### src/rtl/dsp_mem_loader_pkg.sv
// Shared types and constants for the DSP memory loader.
// H0 field positions, loader states and memory indices.
package dsp_mem_loader_pkg;

  typedef enum logic [2:0] {
    IDLE,
    ADDR,
    DATA,
    DONE,
    FLUSH
  } state_e;

  localparam int H0_CORE_MSB = 31;
  localparam int H0_CORE_LSB = 24;
  localparam int H0_MEM_MSB  = 23;
  localparam int H0_MEM_LSB  = 16;

  localparam int MEM_CMD  = 0;
  localparam int MEM_ENV  = 1;
  localparam int MEM_FREQ = 2;

endpackage

### src/rtl/dsp_mem_loader_wen_decode.sv
// Registered one-hot write-enable decode.
// Bit core*N_MEM+mem is raised one cycle after en.
module dsp_mem_loader_wen_decode #(
  parameter int N_CORES = 3,
  parameter int N_MEM   = 3
) (
  input  logic                     clk,
  input  logic                     reset,
  input  logic [7:0]               core,
  input  logic [7:0]               mem,
  input  logic                     en,
  output logic [N_CORES*N_MEM-1:0] wen
);
  import dsp_mem_loader_pkg::*;

  logic [N_CORES*N_MEM-1:0] wen_d, wen_q;

  // one-hot select of the target memory
  always_comb begin
    wen_d = '0;
    for (int i = 0; i < N_CORES*N_MEM; i++) begin
      if (en && (int'(core) * N_MEM + int'(mem) == i)) begin
        wen_d[i] = 1'b1;
      end
    end
  end

  // enable register
  always_ff @(posedge clk) begin
    if (reset) wen_q <= '0;
    else       wen_q <= wen_d;
  end

  assign wen = wen_q;

endmodule

### src/rtl/dsp_mem_loader.sv
// Framed stream loader for per-core DSP memories.
// Optional burst checksum: DSP_MEM_LOADER_CHECKSUM_EN.
module dsp_mem_loader #(
  parameter int N_CORES   = 3,
  parameter int N_MEM     = 3,
  parameter int DATAWIDTH = 32,
  parameter int ADDRWIDTH = 16,
  parameter int LENWIDTH  = 16
) (
  input  logic                     clk,
  input  logic                     reset,
  input  logic [DATAWIDTH-1:0]     s_data,
  input  logic                     s_valid,
  output logic                     s_ready,
  input  logic                     abort,
  input  logic                     err_clr,
  output logic [DATAWIDTH-1:0]     mem_write_data,
  output logic [ADDRWIDTH-1:0]     mem_write_addr,
  output logic [N_CORES*N_MEM-1:0] mem_write_en,
  output logic                     busy,
  output logic                     done,
  output logic                     err,
  output logic [DATAWIDTH-1:0]     checksum
);
  import dsp_mem_loader_pkg::*;

  localparam logic [LENWIDTH:0]    CNT_ONE  = 1;
  localparam logic [ADDRWIDTH-1:0] ADDR_ONE = 1;

  state_e                 state_q, state_d;
  logic [7:0]             core_q, core_d;
  logic [7:0]             mem_q, mem_d;
  logic [LENWIDTH:0]      cnt_q, cnt_d;
  logic [ADDRWIDTH-1:0]   addr_q, addr_d;
  logic [ADDRWIDTH-1:0]   waddr_q, waddr_d;
  logic [DATAWIDTH-1:0]   wdata_q, wdata_d;
  logic                   done_q, done_d;
  logic                   err_q, err_d;
  logic                   err_set, wen_en, beat;
  logic [7:0]             h0_core, h0_mem;
  logic [LENWIDTH-1:0]    h0_len;
  logic                   h0_bad;

  assign s_ready = (state_q != DONE);
  assign beat    = s_valid & s_ready;
  assign h0_core = s_data[H0_CORE_MSB:H0_CORE_LSB];
  assign h0_mem  = s_data[H0_MEM_MSB:H0_MEM_LSB];
  assign h0_len  = s_data[LENWIDTH-1:0];
  assign h0_bad  = (int'(h0_core) >= N_CORES) |
                   (int'(h0_mem) >= N_MEM) |
                   (h0_len == '0);

  // frame sequencing, address generation and error detection
  always_comb begin
    state_d = state_q;
    core_d  = core_q;
    mem_d   = mem_q;
    cnt_d   = cnt_q;
    addr_d  = addr_q;
    waddr_d = waddr_q;
    wdata_d = wdata_q;
    done_d  = 1'b0;
    err_set = 1'b0;
    wen_en  = 1'b0;
    if (abort) begin
      state_d = IDLE;
      err_set = (state_q != IDLE);
    end else begin
      unique case (state_q)
        IDLE: if (beat) begin
          core_d = h0_core;
          mem_d  = h0_mem;
          cnt_d  = {1'b0, h0_len};
          if (h0_bad) begin
            err_set = 1'b1;
            cnt_d   = {1'b0, h0_len} + CNT_ONE;
            state_d = (h0_len == '0) ? IDLE : FLUSH;
          end else begin
            state_d = ADDR;
          end
        end
        ADDR: if (beat) begin
          addr_d  = s_data[ADDRWIDTH-1:0];
          state_d = DATA;
        end
        DATA: if (beat) begin
          wen_en  = 1'b1;
          wdata_d = s_data;
          waddr_d = addr_q;
          addr_d  = addr_q + ADDR_ONE;
          cnt_d   = cnt_q - CNT_ONE;
          if (addr_q == '1 && cnt_q != CNT_ONE) err_set = 1'b1;
          if (cnt_q == CNT_ONE) begin
            state_d = DONE;
            done_d  = 1'b1;
          end
        end
        DONE: state_d = IDLE;
        FLUSH: if (beat) begin
          cnt_d = cnt_q - CNT_ONE;
          if (cnt_q == CNT_ONE) state_d = IDLE;
        end
        default: state_d = IDLE;
      endcase
    end
    err_d = err_set | (err_q & ~err_clr);
  end

  // loader state registers
  always_ff @(posedge clk) begin
    if (reset) begin
      state_q <= IDLE;
      core_q  <= '0;
      mem_q   <= '0;
      cnt_q   <= '0;
      addr_q  <= '0;
      waddr_q <= '0;
      wdata_q <= '0;
      done_q  <= 1'b0;
      err_q   <= 1'b0;
    end else begin
      state_q <= state_d;
      core_q  <= core_d;
      mem_q   <= mem_d;
      cnt_q   <= cnt_d;
      addr_q  <= addr_d;
      waddr_q <= waddr_d;
      wdata_q <= wdata_d;
      done_q  <= done_d;
      err_q   <= err_d;
    end
  end

  dsp_mem_loader_wen_decode #(
    .N_CORES (N_CORES),
    .N_MEM   (N_MEM)
  ) u_wen (
    .clk   (clk),
    .reset (reset),
    .core  (core_q),
    .mem   (mem_q),
    .en    (wen_en),
    .wen   (mem_write_en)
  );

`ifdef DSP_MEM_LOADER_CHECKSUM_EN
  logic [DATAWIDTH-1:0] cksum_q, cksum_d;

  // running sum of burst data, restarted by each H0
  always_comb begin
    cksum_d = cksum_q;
    if (!abort && beat) begin
      if (state_q == IDLE)      cksum_d = '0;
      else if (state_q == DATA) cksum_d = cksum_q + s_data;
    end
  end

  // checksum register
  always_ff @(posedge clk) begin
    if (reset) cksum_q <= '0;
    else       cksum_q <= cksum_d;
  end

  assign checksum = cksum_q;
`else
  assign checksum = '0;
`endif

  assign mem_write_data = wdata_q;
  assign mem_write_addr = waddr_q;
  assign busy           = (state_q != IDLE);
  assign done           = done_q;
  assign err            = err_q;

endmodule
### config.mk
export PLATFORM = sky130hd
export DESIGN_NAME = dsp_mem_loader
export DESIGN_NICKNAME = d
export VERILOG_FILES = /design/src/rtl/dsp_mem_loader_pkg.sv /design/src/rtl/dsp_mem_loader_wen_decode.sv /design/src/rtl/dsp_mem_loader.sv
export SDC_FILE = /design/constraint.sdc
export NUM_CORES = 1
export LEC_CHECK = 0
export CAP_MARGIN = 5
export CELL_PAD_IN_SITES_DETAIL_PLACEMENT = 1
export CELL_PAD_IN_SITES_GLOBAL_PLACEMENT = 2
export CORE_MARGIN = 2
export CORE_UTILIZATION = 27
export CTS_BUF_LIST = sky130_fd_sc_hd__clkbuf_16
export DETAILED_ROUTE_END_ITERATION = 16
export HOLD_SLACK_MARGIN = 0.03
export PLACE_DENSITY = 0.83
export SKIP_LAST_GASP = 1
export SLEW_MARGIN = 20
export SYNTH_ARGS = -nofsm -noshare
export SYNTH_HDL_FRONTEND = slang
export SYNTH_SLANG_ARGS = --single-unit
### constraint.sdc
create_clock -name clk -period 2.9 [get_ports clk]
set_input_delay 0.58 -clock clk [delete_from_list [all_inputs] [get_ports clk]]
set_output_delay 0.58 -clock clk [all_outputs]
set_load 0.01 [all_outputs]
Word-level counts from Yosys, hierarchy flattened
Index checks and enable logic that the tools add are counted.
Widths: inputs -> output; s select.

operators by class
  $add $sub $neg = 4
  multiply operators = 1
  divide/modulo/power cells = 0
  $lt $le $gt $ge = 2
  equality and inequality tests = 22
  shifts and indexed selects = 0
  mux-type cells = 35
  bitwise logic cells = 9
  reductions and logical operators = 24

operator list
  kind                   count
  $eq 32x4->1 const B    4
  $eq 32x3->1 const B    2
  $mux 17                3
  $pmux 17 s2            1
  $add 32x9->32          1
  $eq 32x2->1 const B    1
  $eq 32x5->1 const B    1
  $logic_not 32->1       1
  $mux 16                2
  $pmux 16 s2            1
  $mux 3                 8
  $mux 1                 18
  $add 16x1->17 const B  1
  $eq 17x1->1 const B    1
  $ne 17x1->1 const B    1
  $sub 17x1->17 const B  1
  $add 16x1->16 const B  1
  $eq 16x16->1 const B   1
  $ge 8x2->1 const B     2
  $logic_not 16->1       1
  $ne 2x2->1 const B     6
  $pmux 3 s4             1
  $logic_and 1x1->1      10
  $mul 8x2->10 const B   1
  17 further kinds       27

word-level totals
  register bits after elaboration = 111
  bits in latches = 0
  memory bits (writable) = 0
  bits in read-only memories = 0
  input bits = 37
  output and inout port bits = 93
  logic and storage cells = 107
  memories = 0

Depth between registers and ports, before layout
  depth after elaboration = 8
  gate-level depth with buffers = 14
  depth with buffers taken out = 14

Cells and area by module
From an unflattened synthesis, not the netlist that was laid out.

second synthesis, totals
  cell total of the unflattened synthesis = 793
  area, all modules = 6165.9 um2

by module, submodules not included
  module                     instances  cells an instance  area each (um2)  seq. area each (um2)
  dsp_mem_loader             1          705                5298.8           2042.0
  dsp_mem_loader_wen_decode  1          88                 867.1            180.2

Worst setup path before layout
No wires, ideal clock.

  path kind = reg2reg
  start point = reg core_q[1]
  end point = reg u_wen.wen_q[0], in the netlist u_wen.wen[0]
  setup time = 0.155 ns
  data arrival time = 2.642 ns
  required time = 2.745 ns
  slack = 0.102 ns
  cell stages (with the launch flop) = 11
  buffers on the path = 0
  clock period less this slack = 2.798 ns
  cell sequence = dfxtp_1 ha_1 inv_1 fa_1 xnor2_1 ha_1 and2_1 a221o_1 o211a_1 o211ai_1 nor4_1

on the way
  cells in the longest elaborated chain, start to end = 5

ends and longest elaborated chain
  item                      line                             source
  start: declaration        dsp_mem_loader.sv:31             logic [7:0] core_q, core_d;
  start signal: assignment  dsp_mem_loader.sv:123            core_q <= core_d;
  $mul 8x2->10              dsp_mem_loader_wen_decode.sv:22  if (en && (int'(core) * N_MEM + int'(mem) == i)) begin
  $add 32x9->32             dsp_mem_loader_wen_decode.sv:22
  $logic_not 32->1          dsp_mem_loader_wen_decode.sv:22
  $logic_and 1x1->1         dsp_mem_loader_wen_decode.sv:22
  $mux 1                    dsp_mem_loader_wen_decode.sv:22
  end signal: assignment    dsp_mem_loader_wen_decode.sv:31  else wen_q <= wen_d;
  end: declaration          dsp_mem_loader_wen_decode.sv:16  logic [N_CORES*N_MEM-1:0] wen_d, wen_q;

No other way between the ends.
A chain may end at the register's enable or synchronous reset.

Worst setup path after layout
Same ends and word-level chain as after synthesis.

==> flow_summary.toml <==
[clock_network]
htree_num_levels = 3
clock_sinks = 111
clock_latency_ns = 0.36
root_buffer = "clkbuf_16"
numCtsBuffers = 9
cts.clk_slew.worst_paths_ns = 0.09
cts_tree = "done"
clockBufferDepth = 2
ctsHoldBuffers = 0

[finish]
multi_input_area_sq_um = 3940
regArea_sq_um = 2230
synthToLayoutAreaGrowth_pct = 31.2
final_cell_area_sq_um = 8390
fillerInstances = 2795
diodes = 0
drive_gt1_share_pct = 13.9
final_nets = 998
fin_cells = 1262

[routing]
wl_met1_microns = 10300
routed_wirelength_microns = 21800
vias = 6443
met3_length_microns = 576
dr.pass1.iters = 4
drt-initial-drc-count = 361
maxUsedRoutingLayer = "met4"
wl_met2_microns = 10700
drc = 0
ant_nets = 0
post_drt_wl_per_cell_microns = 17.3
viasPerCell = 5.11

[worst_setup_path]
rrSetupSlack_ns = 0.02
rr_startpoint = "core_q[1]$_SDFFE_PP0P_"
setup.worst_path.end_class = "flop"
worstPathMaxFanout = 5
worstPathCellList = "ha_4 -> inv_2 -> fa_2 -> nor2b_2 -> o31a_1 -> o21ai_2 -> nand2_2 -> xnor2_2 -> ha_4 -> xor2_1 -> o211a_1 -> o211ai_1 -> buf_4 -> buf_4 -> nor4_2"
cp_slowest_stage_delay_ns = 0.40
startpoint_type = "flop"
slowest_stage = "dfxtp_4"
worstSetupEndpoint = "u_wen.wen[0]$_SDFF_PP0_"
cp-startpoint = "core_q[1]$_SDFFE_PP0P_"
reg2reg_depth = 15
r2r_end = "u_wen.wen[0]$_SDFF_PP0_"
critPathKind = "flop to flop"
cp.arrival_ns = 3.15
crit_required_ns = 3.17

[global_routing]
overflow = 0
grt_pass1_wl_microns = 34000
antenna_found_initial = 0
grt_max_degree = 49
grtUsageTotal_pct = 17.3
grt_pass1_vias = 6121

[place]
dp_hpwl_microns = 15600
place_ws_ns = -0.205
gp_congestion = 0.825
placedCellCount = 1241
port_buffers = 97
place_area_sq_um = 7860

[power]
p_per_area_nw_per_um2 = 410
peakVddDrop_v = 0.000247
power_uw = 3440
power.leakage_uw = 0.00294

[floorplanning]
row_count = 56
initial_core_util_pct = 27.4
dieArea_sq_um = 24900
die_h_microns = 158
die_x_microns = 158
core_sq_um = 23300
ios = 130

[synthesis]
yosysWarnings = 0
synth_cells = 826
ys_ff_latch = 111
synth_flop_cell = "dfxtp_1"
yosysSeqAreaShare_pct = 34.8
synth.avg_cell_area_sq_um = 7.74
syn_area_sq_um = 6390
synth.distinct_cells = 79
synth_async_sr_flop_share_pct = 0
synth_edf_count = 0

[timing]
drv_slew = 0
tightest_slew_ns = 0.667
worst_slack_ns = 0.0193
hold_violations = 0
max_freq_mhz = 347
timing.final.crit_period_ns = 2.88
whs_ns = 0.457
relSlewSlack_pct = 55.5
skew_ns = 0.0159
period_share_pct = 99.3
setup_viol = 0
rsz0062_at_grt = "true"

[min_path]
whs_path_depth = 2
holdCritPathClass = "flop to flop"

[outcome]
status = "finished, final reports clean"

[run]
drv_cap = 0
power by group:
group | switching (uW) | total, uW | leakage [uW] | internal (uW)
Combinational | 335 | 571 | 0.00190 | 235
Clock | 670 | 1280 | 0.000146 | 613
Sequential | 35.2 | 1590 | 0.000900 | 1550
registers in the layout, indices dropped and copies added, names as in the netlist:
name	flops
u_wen.wen	9
mem_write_data	32
cnt_q	17
mem_write_addr	16
core_q	8
state_q	3
addr_q	16
mem_q	8
done	1
err	1
logic make-up after synthesis:
kind of cell | synth area share (%)
multiplexers | 0.646
AND/OR/NAND/NOR | 25.0
XOR/XNOR | 2.47
buffers and inverters | 8.77
other | 0.0587
adder cells (fa/ha/maj) | 4.74
AO/OA/AOI/OAI | 23.6
flip-flops | 34.8
final cells by class:
class,count,area share (%)
clock buffer,9,2.68
clock inverter,7,0.880
inverter,22,0.984
multi-input combinational,637,46.9
sequential,111,26.6
tap,319,4.76
timing repair buffer,157,17.2
layer usage:
metal	GRT usage, %	vias up
met5	0	-
met4	4.16	0
met3	2.44	17
met2	28.9	97
met1	23.5	3183
li1	-	3146
cells in the final DEF (no fill, tap or decap), drive strengths merged, types with 6 or more instances in the layout:
cell           synthesis  final
a31oi                  7      7
ha                    21     21
dfxtp                111    111
conb                   1     32
nand2                159    159
a21o                  11     11
nand4                 13     13
o211ai                 9      9
nand3                 20     20
and3                   7      7
a211o                  6      6
a211oi                14     14
nor3                  22     22
clkbuf                41      9
and4                   6      6
nor2                  33     33
buf                   46     61
inv                   22     26
o2111ai                9      9
o21ai                 31     31
nor4                  21     21
xnor2                 13     13
a21oi                 94     94
clkdlybuf4s50          0     96
or3                    9      9
or4                    6      6
how the worst min path moves through the flow:
stage	slack [ns]	startpoint	end
floorplan	0.44	mem_q[0]$_SDFFE_PP0P_	mem_q[0]$_SDFFE_PP0P_
global placement	0.44	mem_write_data[18]$_SDFFE_PP0P_	mem_write_data[18]$_SDFFE_PP0P_
detailed placement	0.45	mem_write_data[3]$_SDFFE_PP0P_	mem_write_data[3]$_SDFFE_PP0P_
CTS	0.46	mem_write_data[3]$_SDFFE_PP0P_	mem_write_data[3]$_SDFFE_PP0P_
global route	0.48	mem_write_data[3]$_SDFFE_PP0P_	mem_write_data[3]$_SDFFE_PP0P_
finish	0.46	mem_write_data[3]$_SDFFE_PP0P_	mem_write_data[3]$_SDFFE_PP0P_
Yosys cell counts (all sizes together) (3+ instances only):
master,number,share of area (%)
o21ai,31,2.4
a211oi,14,1.6
or3b,4,0.55
or2,4,0.39
ha,21,4.1
and4,6,0.82
a211o,6,0.82
buf,46,5.1
a31o,3,0.41
a2111oi,3,0.51
dfxtp,111,35
a21oi,94,7.4
nor2,33,2.0
clkbuf,41,2.4
nand2b,5,0.61
inv,22,1.3
a22oi,4,0.47
xor2,5,0.68
a21o,11,1.3
nand4b,3,0.41
and3,7,0.68
a311o,3,0.47
o211ai,9,1.1
nand4,13,1.3
o22ai,3,0.29
o2111ai,9,1.2
o31ai,3,0.35
or4,6,0.70
xnor2,13,1.8
nand3,20,1.6
nor3b,3,0.35
and2,5,0.49
nand2,159,9.3
a311oi,3,0.41
o21a,4,0.47
a31oi,7,0.68
or3,9,0.88
nor4,21,2.2
mux2i,3,0.47
nor3,22,1.8
metrics by stage:
stage               util [%]  setup TNS, ns
finish                  36.0              0
global placement        33.7              0
global route            36.0          -1.18
detailed placement      33.7          -1.35
CTS                     35.4         -0.504
floorplan                  -              0
worst max-delay path, delay by kind of cell, from the launching register on:
family                     cells  cell delay (ns)
AOI/OAI and AO/OA              4             0.64
buffers and inverters          3             0.39
and+or+nand+nor                3             0.27
DFF                            1             0.40
xor gates and xnor gates       2             0.30
adders and majority gates      3             0.80
repair_timing:
action / 4_1_cts / 5_1_grt
gates resized for setup: 20 / 25
pin swaps: 9 / 7
gates cloned: 1 / 1
setup endpoints to repair: 9 / 9
setup buffers: 2 / 1
Power figures use the tool's default switching activity.
